<file path="config.mk">
export PLATFORM = sky130hd
export DESIGN_NAME = l2_writeback_buffer_flat
export DESIGN_NICKNAME = d
export VERILOG_FILES = /design/src/rtl/lc3b_types.sv /design/src/rtl/l2_writeback_buffer_if.sv /design/src/rtl/l2_wb_match.sv /design/src/rtl/l2_writeback_buffer.sv /design/src/flat_wrapper.sv
export SDC_FILE = /design/constraint.sdc
export NUM_CORES = 1
export LEC_CHECK = 0
export CAP_MARGIN = 20
export CORE_MARGIN = 3
export CORE_UTILIZATION = 40
export CTS_CLUSTER_SIZE = 12
export DETAILED_ROUTE_END_ITERATION = 7
export PLACE_DENSITY = 0.65
export SYNTH_ARGS = -nofsm -noshare
export SYNTH_HDL_FRONTEND = slang
export SYNTH_HIERARCHICAL = 1
export SYNTH_SLANG_ARGS = --single-unit
</file>
<file path="constraint.sdc">
create_clock -name clk -period 4.2 [get_ports clk]
set_input_delay 0.42 -clock clk [delete_from_list [all_inputs] [get_ports clk]]
set_output_delay 0.42 -clock clk [all_outputs]
set_load 0.02 [all_outputs]
</file>
<file path="src/rtl/lc3b_types.sv">
// Shared LC-3b cache types: L2 line/tag widths and the writeback drain states.
package lc3b_types;
  localparam int L2_LINE_W   = 128;
  localparam int L2_ADDR_W   = 16;
  localparam int L2_OFFSET_W = 4;

  typedef logic [L2_LINE_W-1:0]             lc3b_l2line;
  typedef logic [L2_ADDR_W-L2_OFFSET_W-1:0] lc3b_l2tag;

  typedef enum logic {
    WB_IDLE  = 1'b0,
    WB_WRITE = 1'b1
  } wb_state_e;
endpackage

</file>
<file path="src/rtl/l2_writeback_buffer_if.sv">
// Eviction, lookup and pmem write signals of the L2 writeback buffer.
interface l2_writeback_buffer_if #(
  parameter int ADDR_W = 16,
  parameter int LINE_W = 128,
  parameter int DEPTH  = 4
);
  localparam int CNT_W = $clog2(DEPTH) + 1;

  logic              evict_valid;
  logic [ADDR_W-1:0] evict_addr;
  logic [LINE_W-1:0] evict_data;
  logic              evict_ready;
  logic [ADDR_W-1:0] lookup_addr;
  logic              lookup_hit;
  logic [LINE_W-1:0] lookup_data;
  logic              pmem_write;
  logic [ADDR_W-1:0] pmem_address;
  logic [LINE_W-1:0] pmem_wdata;
  logic              pmem_resp;
  logic              wb_empty;
  logic [CNT_W-1:0]  wb_count;

  // The buffer itself.
  modport slave (
    input  evict_valid, evict_addr, evict_data, lookup_addr, pmem_resp,
    output evict_ready, lookup_hit, lookup_data,
    output pmem_write, pmem_address, pmem_wdata, wb_empty, wb_count
  );

  // L2 controller plus physical memory.
  modport master (
    output evict_valid, evict_addr, evict_data, lookup_addr, pmem_resp,
    input  evict_ready, lookup_hit, lookup_data,
    input  pmem_write, pmem_address, pmem_wdata, wb_empty, wb_count
  );
endinterface

</file>
<file path="src/rtl/l2_wb_match.sv">
// Priority matcher: flags a tag hit and one-hot selects the youngest matching entry.
module l2_wb_match #(
  parameter int DEPTH = 4,
  parameter int TAG_W = 12,
  parameter int AGE_W = 2
) (
  input  logic [DEPTH-1:0] valid,
  input  logic [TAG_W-1:0] tag [DEPTH],
  input  logic [AGE_W-1:0] age [DEPTH],
  input  logic [TAG_W-1:0] lookup_tag,
  output logic             hit,
  output logic [DEPTH-1:0] sel
);
  logic [DEPTH-1:0] match;

  generate
    for (genvar gi = 0; gi < DEPTH; gi++) begin : g_entry
      logic beaten;

      assign match[gi] = valid[gi] && (tag[gi] == lookup_tag);

      // Valid entries have distinct ages, so exactly one match survives.
      always_comb begin
        beaten = 1'b0;
        for (int j = 0; j < DEPTH; j++) begin
          if (j != gi && match[j] && (age[j] > age[gi])) begin
            beaten = 1'b1;
          end
        end
      end

      assign sel[gi] = match[gi] && !beaten;
    end
  endgenerate

  assign hit = |match;
endmodule

</file>
<file path="src/rtl/l2_writeback_buffer.sv">
// FIFO of dirty L2 victim lines drained to pmem one write at a time.
// Define L2_WB_FORWARD_EN to build the same-address lookup forwarding path.
module l2_writeback_buffer
  import lc3b_types::*;
#(
  parameter int DEPTH    = 4,
  parameter int LINE_W   = $bits(lc3b_l2line),
  parameter int ADDR_W   = L2_ADDR_W,
  parameter int OFFSET_W = L2_OFFSET_W
) (
  input  logic                 clk,
  input  logic                 rst,
  l2_writeback_buffer_if.slave wb
);
  localparam int PTR_W = $clog2(DEPTH);
  localparam int CNT_W = PTR_W + 1;
  localparam int TAG_W = ADDR_W - OFFSET_W;
  localparam logic [CNT_W-1:0] FULL_COUNT = CNT_W'(DEPTH);

  logic [TAG_W-1:0]  tag_reg  [DEPTH];
  logic [LINE_W-1:0] data_reg [DEPTH];
  logic [DEPTH-1:0]  valid_reg;
  logic [PTR_W-1:0]  head_reg;
  logic [PTR_W-1:0]  tail_reg;
  logic [CNT_W-1:0]  count_reg;
  logic [ADDR_W-1:0] pmem_address_reg;
  logic [LINE_W-1:0] pmem_wdata_reg;
  wb_state_e         state_reg;
  wb_state_e         state_next;

  logic push;
  logic pop;
  logic load;
  logic unused_bits;

  // A slot freed by a pop only becomes usable on the following cycle.
  assign push = wb.evict_valid && (count_reg != FULL_COUNT);

  always_comb begin
    state_next = state_reg;
    pop        = 1'b0;
    load       = 1'b0;
    case (state_reg)
      WB_IDLE: begin
        if (count_reg != '0) begin
          state_next = WB_WRITE;
          load       = 1'b1;
        end
      end
      WB_WRITE: begin
        if (wb.pmem_resp) begin
          state_next = WB_IDLE;
          pop        = 1'b1;
        end
      end
      default: state_next = WB_IDLE;
    endcase
  end

  always_ff @(posedge clk or posedge rst) begin
    if (rst) begin
      state_reg <= WB_IDLE;
    end else begin
      state_reg <= state_next;
    end
  end

  // Line storage carries no reset; the valid bits alone qualify it.
  always_ff @(posedge clk) begin
    if (push) begin
      tag_reg[tail_reg]  <= wb.evict_addr[ADDR_W-1:OFFSET_W];
      data_reg[tail_reg] <= wb.evict_data;
    end
  end

  always_ff @(posedge clk or posedge rst) begin
    if (rst) begin
      valid_reg        <= '0;
      head_reg         <= '0;
      tail_reg         <= '0;
      count_reg        <= '0;
      pmem_address_reg <= '0;
      pmem_wdata_reg   <= '0;
    end else begin
      if (pop) begin
        valid_reg[head_reg] <= 1'b0;
        head_reg            <= head_reg + PTR_W'(1);
      end
      if (push) begin
        valid_reg[tail_reg] <= 1'b1;
        tail_reg            <= tail_reg + PTR_W'(1);
      end
      case ({push, pop})
        2'b10:   count_reg <= count_reg + CNT_W'(1);
        2'b01:   count_reg <= count_reg - CNT_W'(1);
        default: count_reg <= count_reg;
      endcase
      if (load) begin
        pmem_address_reg <= {tag_reg[head_reg], {OFFSET_W{1'b0}}};
        pmem_wdata_reg   <= data_reg[head_reg];
      end
    end
  end

  assign wb.pmem_write   = (state_reg == WB_WRITE);
  assign wb.pmem_address = pmem_address_reg;
  assign wb.pmem_wdata   = pmem_wdata_reg;
  assign wb.evict_ready  = (count_reg != FULL_COUNT);
  assign wb.wb_empty     = (count_reg == '0);
  assign wb.wb_count     = count_reg;

`ifdef L2_WB_FORWARD_EN
  logic [PTR_W-1:0]  age [DEPTH];
  logic [DEPTH-1:0]  sel;
  logic              fwd_hit;
  logic [LINE_W-1:0] fwd_data;

  // Age counts from head, so the entry closest behind tail is the largest.
  generate
    for (genvar gi = 0; gi < DEPTH; gi++) begin : g_age
      assign age[gi] = PTR_W'(gi) - head_reg;
    end
  endgenerate

  l2_wb_match #(
    .DEPTH (DEPTH),
    .TAG_W (TAG_W),
    .AGE_W (PTR_W)
  ) u_match (
    .valid      (valid_reg),
    .tag        (tag_reg),
    .age        (age),
    .lookup_tag (wb.lookup_addr[ADDR_W-1:OFFSET_W]),
    .hit        (fwd_hit),
    .sel        (sel)
  );

  always_comb begin
    fwd_data = '0;
    for (int i = 0; i < DEPTH; i++) begin
      if (sel[i]) begin
        fwd_data = fwd_data | data_reg[i];
      end
    end
  end

  assign wb.lookup_hit  = fwd_hit;
  assign wb.lookup_data = fwd_data;
  assign unused_bits    = ^{wb.evict_addr[OFFSET_W-1:0], wb.lookup_addr[OFFSET_W-1:0]};
`else
  assign wb.lookup_hit  = 1'b0;
  assign wb.lookup_data = '0;
  assign unused_bits    = ^{wb.evict_addr[OFFSET_W-1:0], wb.lookup_addr};
`endif
endmodule

</file>
<file path="src/flat_wrapper.sv">
// flat-port wrapper written by rule: the top's interface ports become plain ports
module l2_writeback_buffer_flat import lc3b_types::*;
#(
  parameter int DEPTH    = 4,
  parameter int LINE_W   = $bits(lc3b_l2line),
  parameter int ADDR_W   = L2_ADDR_W,
  parameter int OFFSET_W = L2_OFFSET_W
)
  (clk, rst, wb_evict_valid, wb_evict_addr, wb_evict_data, wb_lookup_addr, wb_pmem_resp, wb_evict_ready, wb_lookup_hit, wb_lookup_data, wb_pmem_write, wb_pmem_address, wb_pmem_wdata, wb_wb_empty, wb_wb_count);
  l2_writeback_buffer_if #(.ADDR_W(ADDR_W), .LINE_W(LINE_W), .DEPTH(DEPTH)) wb_i ();
  input  logic clk;
  input  logic rst;
  input wire logic [$bits(wb_i.evict_valid)-1:0] wb_evict_valid;
  input wire logic [$bits(wb_i.evict_addr)-1:0] wb_evict_addr;
  input wire logic [$bits(wb_i.evict_data)-1:0] wb_evict_data;
  input wire logic [$bits(wb_i.lookup_addr)-1:0] wb_lookup_addr;
  input wire logic [$bits(wb_i.pmem_resp)-1:0] wb_pmem_resp;
  output wire logic [$bits(wb_i.evict_ready)-1:0] wb_evict_ready;
  output wire logic [$bits(wb_i.lookup_hit)-1:0] wb_lookup_hit;
  output wire logic [$bits(wb_i.lookup_data)-1:0] wb_lookup_data;
  output wire logic [$bits(wb_i.pmem_write)-1:0] wb_pmem_write;
  output wire logic [$bits(wb_i.pmem_address)-1:0] wb_pmem_address;
  output wire logic [$bits(wb_i.pmem_wdata)-1:0] wb_pmem_wdata;
  output wire logic [$bits(wb_i.wb_empty)-1:0] wb_wb_empty;
  output wire logic [$bits(wb_i.wb_count)-1:0] wb_wb_count;
  assign wb_i.evict_valid = wb_evict_valid;
  assign wb_i.evict_addr = wb_evict_addr;
  assign wb_i.evict_data = wb_evict_data;
  assign wb_i.lookup_addr = wb_lookup_addr;
  assign wb_i.pmem_resp = wb_pmem_resp;
  assign wb_evict_ready = wb_i.evict_ready;
  assign wb_lookup_hit = wb_i.lookup_hit;
  assign wb_lookup_data = wb_i.lookup_data;
  assign wb_pmem_write = wb_i.pmem_write;
  assign wb_pmem_address = wb_i.pmem_address;
  assign wb_pmem_wdata = wb_i.pmem_wdata;
  assign wb_wb_empty = wb_i.wb_empty;
  assign wb_wb_count = wb_i.wb_count;
  l2_writeback_buffer #(.DEPTH(DEPTH), .LINE_W(LINE_W), .ADDR_W(ADDR_W), .OFFSET_W(OFFSET_W)) u_core (.clk(clk), .rst(rst), .wb(wb_i));
endmodule
</file>
After elaboration in Yosys (flattened, before gate mapping)
Memories as Yosys holds them, arrays and structs flattened. A register that Yosys moved wholly into a read port is not among the register bits.
Cells that the tools add are included.
W data, S select, Z words.
{"block": "word_totals", "elab_cells": 27, "romBits": 0, "latch_bits": 0, "register_bits": 8, "ramBits": 560, "mem_count": 2, "in_bits": 164}
{"name": "u_core.data_reg", "words": 4, "width": 128, "rd": 1, "rd_ports_with_merged_regs": 1, "write_ports": 1, "line": "l2_writeback_buffer.sv:21", "rtl": "logic [LINE_W-1:0] data_reg [DEPTH];"}
{"name": "u_core.tag_reg", "words": 4, "width": 12, "rd": 1, "rd_ports_with_merged_regs": 1, "write_ports": 1, "line": "l2_writeback_buffer.sv:20", "rtl": "logic [TAG_W-1:0] tag_reg [DEPTH];"}
{"block": "op_classes", "bitwise_logic": 1, "addsub": 4, "reduce_logical": 4, "div_mod_pow": 0, "multipliers": 0, "magnitude_cmp": 0, "eq_ne": 3, "shifts": 0, "muxes": 9}
{"op": "$mux W1", "count": 7}
{"op": "$pmux W3 S2", "count": 1}
{"op": "$add A2 B1 Y2 const B", "count": 2}
{"op": "$add A3 B1 Y3 const B", "count": 1}
{"op": "$logic_not A3 Y1", "count": 1}
{"op": "$ne A3 B3 Y1 const B", "count": 1}
{"op": "$reduce_bool A3 Y1", "count": 1}
{"op": "$sub A3 B1 Y3 const B", "count": 1}
{"op": "$eq A2 B1 Y1 const B", "count": 1}
{"op": "$eq A2 B2 Y1 const B", "count": 1}
{"op": "$pmux W1 S2", "count": 1}
{"op": "$reduce_bool A2 Y1", "count": 1}
{"op": "$logic_and A1 B1 Y1", "count": 1}
{"op": "$not A1 Y1", "count": 1}

Longest topological paths before layout
Gate-level depths: netlist (run 1).
{"block": "depth", "ltp_word": 4, "ltp_mapped": 9, "ltp_nobuf": 9}

Worst setup path after synthesis (run 1)
OpenSTA, ideal clock, no wires.
{"block": "synth_timing", "path_kind": "reg-to-reg", "startpoint": "register u_core.count_reg[2], in the netlist u_core/wb.wb_count[2]", "endpoint": "memory u_core.data_reg[0][0] (enable)", "setup_ns": 0.517, "arrival_ns": 4.143, "slack_ns": -0.460, "path_stages_with_launch": 3, "path_buffers": 0, "path_cell_list": "dfrtp_1 > or3b_1 > and3_1"}
{"block": "synth_between", "elab_chain_len": 4}
{"item": "from (decl)", "line": "l2_writeback_buffer.sv:25", "rtl": "logic [CNT_W-1:0] count_reg;"}
{"item": "from (signal assigned)", "line": "l2_writeback_buffer.sv:94", "rtl": "2'b10: count_reg <= count_reg + CNT_W'(1);"}
{"item": "from (signal assigned)", "line": "l2_writeback_buffer.sv:95", "rtl": "2'b01: count_reg <= count_reg - CNT_W'(1);"}
{"item": "from (signal assigned)", "line": "l2_writeback_buffer.sv:96", "rtl": "default: count_reg <= count_reg;"}
{"item": "$ne A3 B3 Y1"}
{"item": "net wb_evict_ready", "line": "flat_wrapper.sv:18", "rtl": "output wire logic [$bits(wb_i.evict_ready)-1:0] wb_evict_ready;"}
{"item": "$logic_and A1 B1 Y1", "line": "l2_writeback_buffer.sv:37", "rtl": "assign push = wb.evict_valid && (count_reg != FULL_COUNT);"}
{"item": "$mux W1", "line": "l2_writeback_buffer.sv:70", "rtl": "if (push) begin"}
{"item": "$mux W1 (not written as such)", "line": "l2_writeback_buffer.sv:72", "rtl": "data_reg[tail_reg] <= wb.evict_data;"}
{"item": "to (decl)", "line": "l2_writeback_buffer.sv:21"}
The timed path passes the listed nets, and every way through them passes these cells.

Worst setup path in the final report (run 1)
{"block": "layout_timing", "startpoint": "register u_core.count_reg[1], in the netlist u_core/wb.wb_count[1]", "endpoint": "output port wb_evict_ready"}
{"block": "layout_between", "elab_chain_len": 1}
{"item": "$ne A3 B3 Y1", "line": "l2_writeback_buffer.sv:108", "rtl": "assign wb.evict_ready = (count_reg != FULL_COUNT);"}
{"item": "to (decl)", "line": "flat_wrapper.sv:18"}
No other way between the ends.

==> results.cfg, run 1 <==
[floorplanning]
fp.dieW_um = 265
rows = 94
ioPinCount = 443
start_util = 0.405
die_area_sq_um = 70100
die_h_um = 265
core_sq_um = 66100

[placement]
dp_hpwl_mm = 31.0
dpl_worst_slack_ps = 1610
routabilityCongestion = 0.706
port_buffers = 289

[synth]
synth_cell_types = 23
synth_area_sq_um = 26800
ys_seq_elements = 708
synth.yosys.seq_area_share = 0.766
synthCells = 1204
syn_area_per_cell_sq_um = 22.3
yosys_warnings = 6

[power_and_ir_drop]
peakVddDrop_v = 0.00103
p_seq_frac = 0.427
power_density_nw_per_um2 = 739
clockPowerShare = 0.260
power_switching_w = 0.00716
pwr-share-comb = 0.313
leakagePower_nw = 11.3
switching_share = 0.296
p_int_w = 0.0170

[sta]
hold_viol = 0
worstMarginPinSlew_ps = 1020
fin_crit_sh = 0.601
fmax_mhz = 396
setup_violations = 0
grt_setup_unrepaired = no
finClkSkew_ps = 15.0
report.final.slew_viol_count = 0
fin_ws_ps = 1680
finalSetupTns_ps = 0
holdWs_ps = 66.5
maxSlewHeadroom = 0.320
fin_crit_ps = 2520

[final_layout]
drive_gt1_frac = 0.259
mostFrequentLayoutCells = 560 x edfxtp_1, 289 x clkdlybuf4s50_1, 146 x dfrtp_1, 141 x mux2_2, 140 x mux4_2
final_common_cell = edfxtp_1
largest_reg_flops = 512
area_growth_pct = 22.1
finalNetCount = 1713

[clocking]
cts_sinks = 708
cts_buffers = 76
post_cts_buffers = 0
cts_tree = built
insertion_delay_ps = 600
cts_root_buffer = clkbuf_16
hold_buffers = 0
clock_path_buffers = 3
postCtsResizedCells = 0
htreeDepth = 3
cts.clk_slew.worst_paths_ps = 60

[drt]
via_per_inst = 4.88
routed_wl_mm = 53.4
ant_nets = 0
firstDrtPassIters = 4
route.detailed.drc = 0
drt_iter0_drc = 638
vias = 12100
wire_per_inst_um = 21.6

[worst_setup_path]
cp_slowest_cell = clkdlybuf4s50_1
crit_path_max_incr_delay_ps = 600
worst_setup_path_end_kind = output port
cp.arrival_ps = 2100
cp_num_buf_inv = 1
worstPathCellList = or3b_1, clkdlybuf4s50_1
critical_path_peak_fanout = 6
crit_type = flip-flop to output port
cp_top_family = buffers and inverters
startpoint_type = flip-flop
cp_data_required_time_ps = 3780

[grt]
grt_max_degree = 141
grt_pass1_vias = 12900
grt_use_total = 0.152
overflow = 0
antenna_found_initial = 8
grt_pass1_wl_mm = 80.2

[run_status]
status = completed

[flow_run]
drv_cap = 0

[worst_hold_path]
hold_class = input pin to async pin
[metal layers]
layer  track usage  wire, um  vias up
met5             0        78        -
met4        0.0417       861       10
met3        0.0531      4140       80
met2         0.247     26000      382
met1         0.196     22300     6359
li1              -         -     5220
[logic make-up (layout without fill, tap and decap cells)]
kind of cell | Yosys count | count (layout) | share of synthesized area
and+or+nand+nor | 11 | 11 | 0.00252
DFF | 708 | 708 | 0.766
other | 1 | 136 | 0.000140
AOI/OAI and AO/OA | 1 | 1 | 0.000187
muxes | 282 | 282 | 0.177
adders and majority gates | 6 | 6 | 0.00308
xor gates and xnor gates | 6 | 6 | 0.00196
buffers and inverters | 189 | 457 | 0.0493
[cell usage after synthesis]
library cell	instances	area [sq um]
mux2_2	141	1590
xor2_1	3	26.3
buf_6	10	113
buf_1	1	3.75
and2_1	2	12.5
nor2_1	2	7.51
a21oi_1	1	5.00
clkbuf_1	8	30.0
inv_1	8	30.0
buf_2	29	145
xnor2_1	3	26.3
or3b_1	1	8.76
mux2i_1	1	10.0
nand2_1	1	3.75
fa_1	1	20.0
mux4_2	140	3150
dfrtp_1	148	3700
ha_1	5	62.6
buf_4	133	998
and3_1	4	25.0
conb_1	1	3.75
edfxtp_1	560	16800
nor3_2	1	10.0
[metrics by stage]
stage | cells | cell area [sq um] | util | power, W
after floorplan | 1336 | 27300 | - | 0.0153
after global placement | 2329 | 30400 | 0.459 | 0.0181
after detailed placement | 2329 | 30400 | 0.459 | 0.0183
after CTS | 2468 | 32700 | 0.495 | 0.0246
after global routing | 2468 | 32700 | 0.495 | 0.0254
final | 2471 | 32700 | 0.495 | 0.0242
[power by group through the flow]
stage	Sequential [W]	Clock [W]	Combinational, W
floorplan	0.0111	0	0.00413
global placement	0.0104	0	0.00766
detailed placement	0.0105	0	0.00774
CTS	0.0104	0.00649	0.00776
global route	0.0105	0.00677	0.00810
finish	0.0103	0.00628	0.00756
[final cells by class]
class	count	area [sq um]
Fill cell	5290	33400
Sequential cell	708	20500
Multi-Input combinational cell	439	5490
Timing Repair Buffer	310	3230
Clock buffer	112	2140
Tap cell	864	1080
Clock inverter	27	234
Inverter	8	33.8
Antenna cell	3	7.51
[worst paths after layout]
check	start	endpoint	slack [ps]	depth (start not counted)
worst max-delay path	u_core/wb.wb_count[1]	wb_evict_ready	1680	2
worst min register to register	u_core/wb.pmem_wdata[69]	u_core/wb.pmem_wdata[69]	500	1
worst min-delay path	rst	u_core/wb.pmem_wdata[127]	70	2
worst max register to register	u_core/wb.wb_count[1]	u_core/wb.wb_count[2]	1850	9
min in group clk	wb_evict_data[113]	u_core/data_reg[3][113]	450	1
max in group asynchronous	rst	u_core/wb.pmem_wdata[78]	3080	3
No activity file was read; power rests on OpenSTA's default activity.
==> inputs of run 2 (changes only) <==
==> constraint.sdc (replaced) <==
create_clock -name clk -period 2.27 [get_ports clk]
set_input_delay 0.227 -clock clk [delete_from_list [all_inputs] [get_ports clk]]
set_output_delay 0.227 -clock clk [all_outputs]
set_load 0.02 [all_outputs]
==> results.cfg, run 2 (same netlist as run 1, synthesis figures left out) <==
[sta]
hold_viol = 0
finalSetupTns_ps = 0
maxSlewHeadroom = 0.631
fin_crit_ps = 2120
report.final.slew_viol_count = 0
fmax_mhz = 472
fin_crit_sh = 0.934
worstMarginPinSlew_ps = 553
finClkSkew_ps = 15.3
setup_violations = 0
grt_setup_unrepaired = no

[grt]
grt_pass1_wl_mm = 82.5
grtUsageMet3 = 0.0484
grt.busiest_layer = met2
antenna_found_initial = 7
grt_max_degree = 78
grt_util_met2 = 0.262
overflow = 0
use_met1 = 0.198
grt_pass1_vias = 13200
grt_use_total = 0.157

[clocking]
htreeDepth = 3
cts_tree = built
hold_buffers = 0
cts_root_buffer = clkbuf_16
cts.clk_slew.worst_paths_ps = 60
clock_path_buffers = 3
cts_sinks = 708
cts_buffers = 77
insertion_delay_ps = 600

[drt]
ant_nets = 0
drt_iter0_drc = 774
route.detailed.drc = 0
wire_per_inst_um = 21.7
firstDrtPassIters = 4
vias = 12400
via_per_inst = 4.95
routed_wl_mm = 54.2

[worst_hold_path]
hold_class = input pin to async pin

[placement]
dp_hpwl_mm = 31.6
routabilityCongestion = 0.689
port_buffers = 289
place_inst = 2353

[final_layout]
mostFrequentLayoutCells = 560 x edfxtp_1, 287 x clkdlybuf4s50_1, 145 x dfrtp_1, 141 x mux2_2, 140 x mux4_2
instances_no_fill = 2496
area_growth_pct = 23.8
largest_reg_flops = 512
drive_gt1_frac = 0.274
final_common_cell = edfxtp_1
finalNetCount = 1738

[worst_setup_path]
startpoint_type = flip-flop
cp.arrival_ps = 2640
crit_type = flip-flop to flip-flop
worst_setup_path_end_kind = flip-flop
critical_path_peak_fanout = 2
r2r_cells = 9
r2r_start = u_core/wb.wb_count[1]
cp_data_required_time_ps = 2800
reg2reg_to = u_core/wb.wb_count[2]
r2r_slack_ps = 150

[power_and_ir_drop]
p_int_w = 0.0323
power_switching_w = 0.0135
leakagePower_nw = 11.5
clockPowerShare = 0.261
power_density_nw_per_um2 = 1380
p_seq_frac = 0.413
peakVddDrop_v = 0.000832
switching_share = 0.294
pwr-share-comb = 0.326

[floorplanning]
die_h_um = 265
rows = 94
ioPinCount = 443
start_util = 0.405
core_sq_um = 66100
fp.dieW_um = 265
die_area_sq_um = 70100

[run_status]
status = completed

[flow_run]
drv_cap = 0
run 2: cell types whose count changed in the layout (fill, tap and decap cells not counted), sizes merged:
cell / previous run / this run
clkdlybuf4s50: 289 / 287
clkbuf: 112 / 107
clkinvlp: 2 / 1
buf: 21 / 45
dlygate4sd2: 0 / 2
clkinv: 21 / 22
bufinv: 1 / 3
inv: 11 / 14
diode: 3 / 4
run 2: per-layer routing:
metal  vias to the layer above  wire, um
met5                         -        51
met2                       403     27100
met1                      6577     22000
li1                       5292         -
met3                        78      4210
met4                         8       941
run 2: final cells by class:
type | count | area [sq um]
multi-input cells | 439 | 5490
clock buffers | 107 | 2150
flip-flops and latches | 708 | 20500
fillers | 5270 | 32900
repair buffers | 334 | 3600
inverters | 8 | 33.8
well taps | 864 | 1080
diodes | 4 | 10.0
clock inverters | 32 | 289
run 2: per-stage QoR:
stage                      util  hold WS [ps]  power (W)  worst slack [ps]  area, sq um
after floorplan               -           326     0.0282              -701        27300
after global placement    0.465           489     0.0341               177        30700
after detailed placement  0.465           495     0.0345               178        30700
after CTS                 0.502           129     0.0466               103        33200
after global routing      0.502           148     0.0481              11.6        33200
final                     0.502           112     0.0458               151        33200
run 2: power groups by stage:
stage / Combinational, W / Clock (W) / Sequential [W]
finish: 0.0149 / 0.0120 / 0.0189
CTS: 0.0153 / 0.0124 / 0.0190
detailed placement: 0.0153 / 0 / 0.0192
floorplan: 0.00765 / 0 / 0.0206
global route: 0.0160 / 0.0129 / 0.0192
global placement: 0.0151 / 0 / 0.0190
run 2: timing repair:
item / 4_1_cts / 5_1_grt
gates resized for setup: 3 / 0
buffers inserted: 0 / 0
endpoints found under the setup margin: 2 / 0
run 2: worst max path at each step:
stage / end / startpoint / slack (ps)
3_3_place_gp: u_core/wb.wb_count[2] / u_core/wb.wb_count[1] / 180
4_1_cts: wb_evict_ready / u_core/wb.wb_count[1] / 100
3_5_place_dp: u_core/wb.wb_count[2] / u_core/wb.wb_count[1] / 180
6_report: u_core/wb.wb_count[2] / u_core/wb.wb_count[1] / 150
2_1_floorplan: u_core/data_reg[1][0] / u_core/wb.wb_count[2] / -700
5_1_grt: u_core/wb.wb_count[2] / u_core/wb.wb_count[1] / 10
run 2: worst max-delay path, cell delays in order, from the launching register on:
cell,delay [ps]
dfrtp_1,380
or3b_4,390
and2_1,190
inv_1,60
ha_1,180
inv_1,60
fa_1,370
xor2_1,150
nor2_1,110
xor2_1,150
==> inputs of run 3 (changes only) <==
--- a/config.mk
+++ b/config.mk
@@ -10,6 +10,7 @@
 export CORE_UTILIZATION = 40
 export CTS_CLUSTER_SIZE = 12
 export DETAILED_ROUTE_END_ITERATION = 7
+export GPL_TIMING_DRIVEN = 0
 export PLACE_DENSITY = 0.65
 export SYNTH_ARGS = -nofsm -noshare
 export SYNTH_HDL_FRONTEND = slang
==> results.cfg, run 3 (same netlist as run 1, synthesis figures left out) <==
[final_layout]
utilization = 0.517
stdcell_area_sq_um = 34200
finalNetCount = 1897
final_common_cell = edfxtp_1
largest_reg_flops = 512
drive_gt1_frac = 0.331
mostFrequentLayoutCells = 560 x edfxtp_1, 287 x clkdlybuf4s50_1, 146 x dfrtp_1, 142 x buf_4, 141 x mux2_2
area_growth_pct = 27.6

[worst_setup_path]
crit_type = flip-flop to flip-flop
r2r_slack_ps = 4
startpoint_type = flip-flop
cp_slowest_cell = dfrtp_2
crit_path_max_incr_delay_ps = 450
worstPathCellList = or3b_4, and2_4, inv_1, ha_2, inv_1, fa_2, xor2_1, nor2_1, xor2_1
critical_path_peak_fanout = 5
cp.arrival_ps = 2770
cp_data_required_time_ps = 2780
worst_setup_path_end_kind = flip-flop

[flow_run]
drv_cap = 0

[sta]
fin_crit_ps = 2270
hold_viol = 0
fin_crit_sh = 0.998
worstMarginPinSlew_ps = 910
finClkSkew_ps = 20.9
fmax_mhz = 441
grt_setup_unrepaired = yes
holdWs_ps = 113
maxSlewHeadroom = 0.393
report.final.slew_viol_count = 0
setup_violations = 0

[floorplanning]
die_area_sq_um = 70100
rows = 94
fp.dieW_um = 265
die_h_um = 265
ioPinCount = 443
core_sq_um = 66100
start_util = 0.405

[drt]
via_per_inst = 4.81
firstDrtPassIters = 6
vias = 12800
wire_per_inst_um = 21.9
route.detailed.drc = 0
ant_nets = 0
routed_wl_mm = 58.1
drt_iter0_drc = 560

[power_and_ir_drop]
pwr-share-comb = 0.334
switching_share = 0.298
power_switching_w = 0.0137
clockPowerShare = 0.256
peakVddDrop_v = 0.00111
power_density_nw_per_um2 = 1340
leakagePower_nw = 12.3
p_int_w = 0.0322
p_seq_frac = 0.411

[grt]
antenna_found_initial = 12
grt_use_total = 0.166
grt_pass1_wl_mm = 86.6
overflow = 0
grt_pass1_vias = 13600
grt_max_degree = 51

[clocking]
cts.clk_slew.worst_paths_ps = 60
cts_tree = built
clock_path_buffers = 3
cts_sinks = 708
cts_root_buffer = clkbuf_16
htreeDepth = 3
insertion_delay_ps = 610
hold_buffers = 0
cts_buffers = 75

[placement]
post_dp_cell_area_sq_um = 31600
port_buffers = 289
routabilityCongestion = 0.708
dp_hpwl_mm = 35.9

[run_status]
status = completed

[worst_hold_path]
hold_class = input pin to async pin
-- run 3: final timing paths --
check                      cells after the start                         to                      start
setup / recovery                               9      u_core/wb.wb_count[2]      u_core/wb.wb_count[0]
hold / removal                                 2   u_core/wb.pmem_wdata[92]                        rst
setup reg to reg                               9      u_core/wb.wb_count[2]      u_core/wb.wb_count[0]
hold reg to reg                                1  u_core/wb.pmem_wdata[111]  u_core/wb.pmem_wdata[111]
max in group asynchronous                      4      u_core/wb.wb_count[0]                        rst
min in group clk                               1     u_core/data_reg[0][58]          wb_evict_data[58]
-- run 3: layer usage --
metal / global-route usage / vias up / part of all wire / routed length, um
met5: 0 / - / 0.0018 / 106
met4: 0.0499 / 14 / 0.021 / 1200
met3: 0.0545 / 84 / 0.082 / 4790
met2: 0.280 / 411 / 0.50 / 29000
met1: 0.206 / 6664 / 0.40 / 23000
li1: - / 5605 / - / -
-- run 3: layout make-up --
| cell class | instances | area, sq um |
|---|---|---|
| fillers | 5199 | 31900 |
| flip-flops and latches | 708 | 20500 |
| multi-input cells | 442 | 5520 |
| repair buffers | 311 | 3330 |
| clock buffers | 126 | 2170 |
| plain buffers | 181 | 1310 |
| well taps | 864 | 1080 |
| clock inverters | 13 | 224 |
| inverters | 8 | 33.8 |
| diodes | 5 | 12.5 |
-- run 3: worst max-delay path: cells and delay by family (launching register included) --
kind | cells | cell delay [ps]
and+or+nand+nor | 3 | 750
adders and majority gates | 2 | 520
DFF | 1 | 450
xor gates and xnor gates | 2 | 360
buffers and inverters | 2 | 120
-- run 3: timing repair --
action,in CTS,in global routing
pin swaps,6,2
cloned,4,0
gates resized for setup,13,3
endpoints found under the setup margin,301,209
hold endpoints to repair,0,0
buffers inserted,4,3
-- run 3: through the flow --
| stage | cells | total power (W) | setup TNS [ps] | setup WS (ps) |
|---|---|---|---|---|
| floorplan | 1336 | 0.0282 | -295270 | -701 |
| global placement | 2489 | 0.0341 | -1413600 | -2340 |
| CTS | 2650 | 0.0467 | -327 | -12.9 |
| finish | 2658 | 0.0459 | 0 | 4.47 |
| global route | 2654 | 0.0482 | -4170 | -68.4 |
| detailed placement | 2503 | 0.0345 | -67490 | -463 |
-- run 3: power by group through the flow --
stage,Sequential [W],Clock [W],Combinational [W]
final,0.0189,0.0117,0.0153
after global placement,0.0193,0,0.0148
after floorplan,0.0206,0,0.00765
after detailed placement,0.0191,0,0.0154
after CTS,0.0189,0.0121,0.0157
after global routing,0.0192,0.0127,0.0163
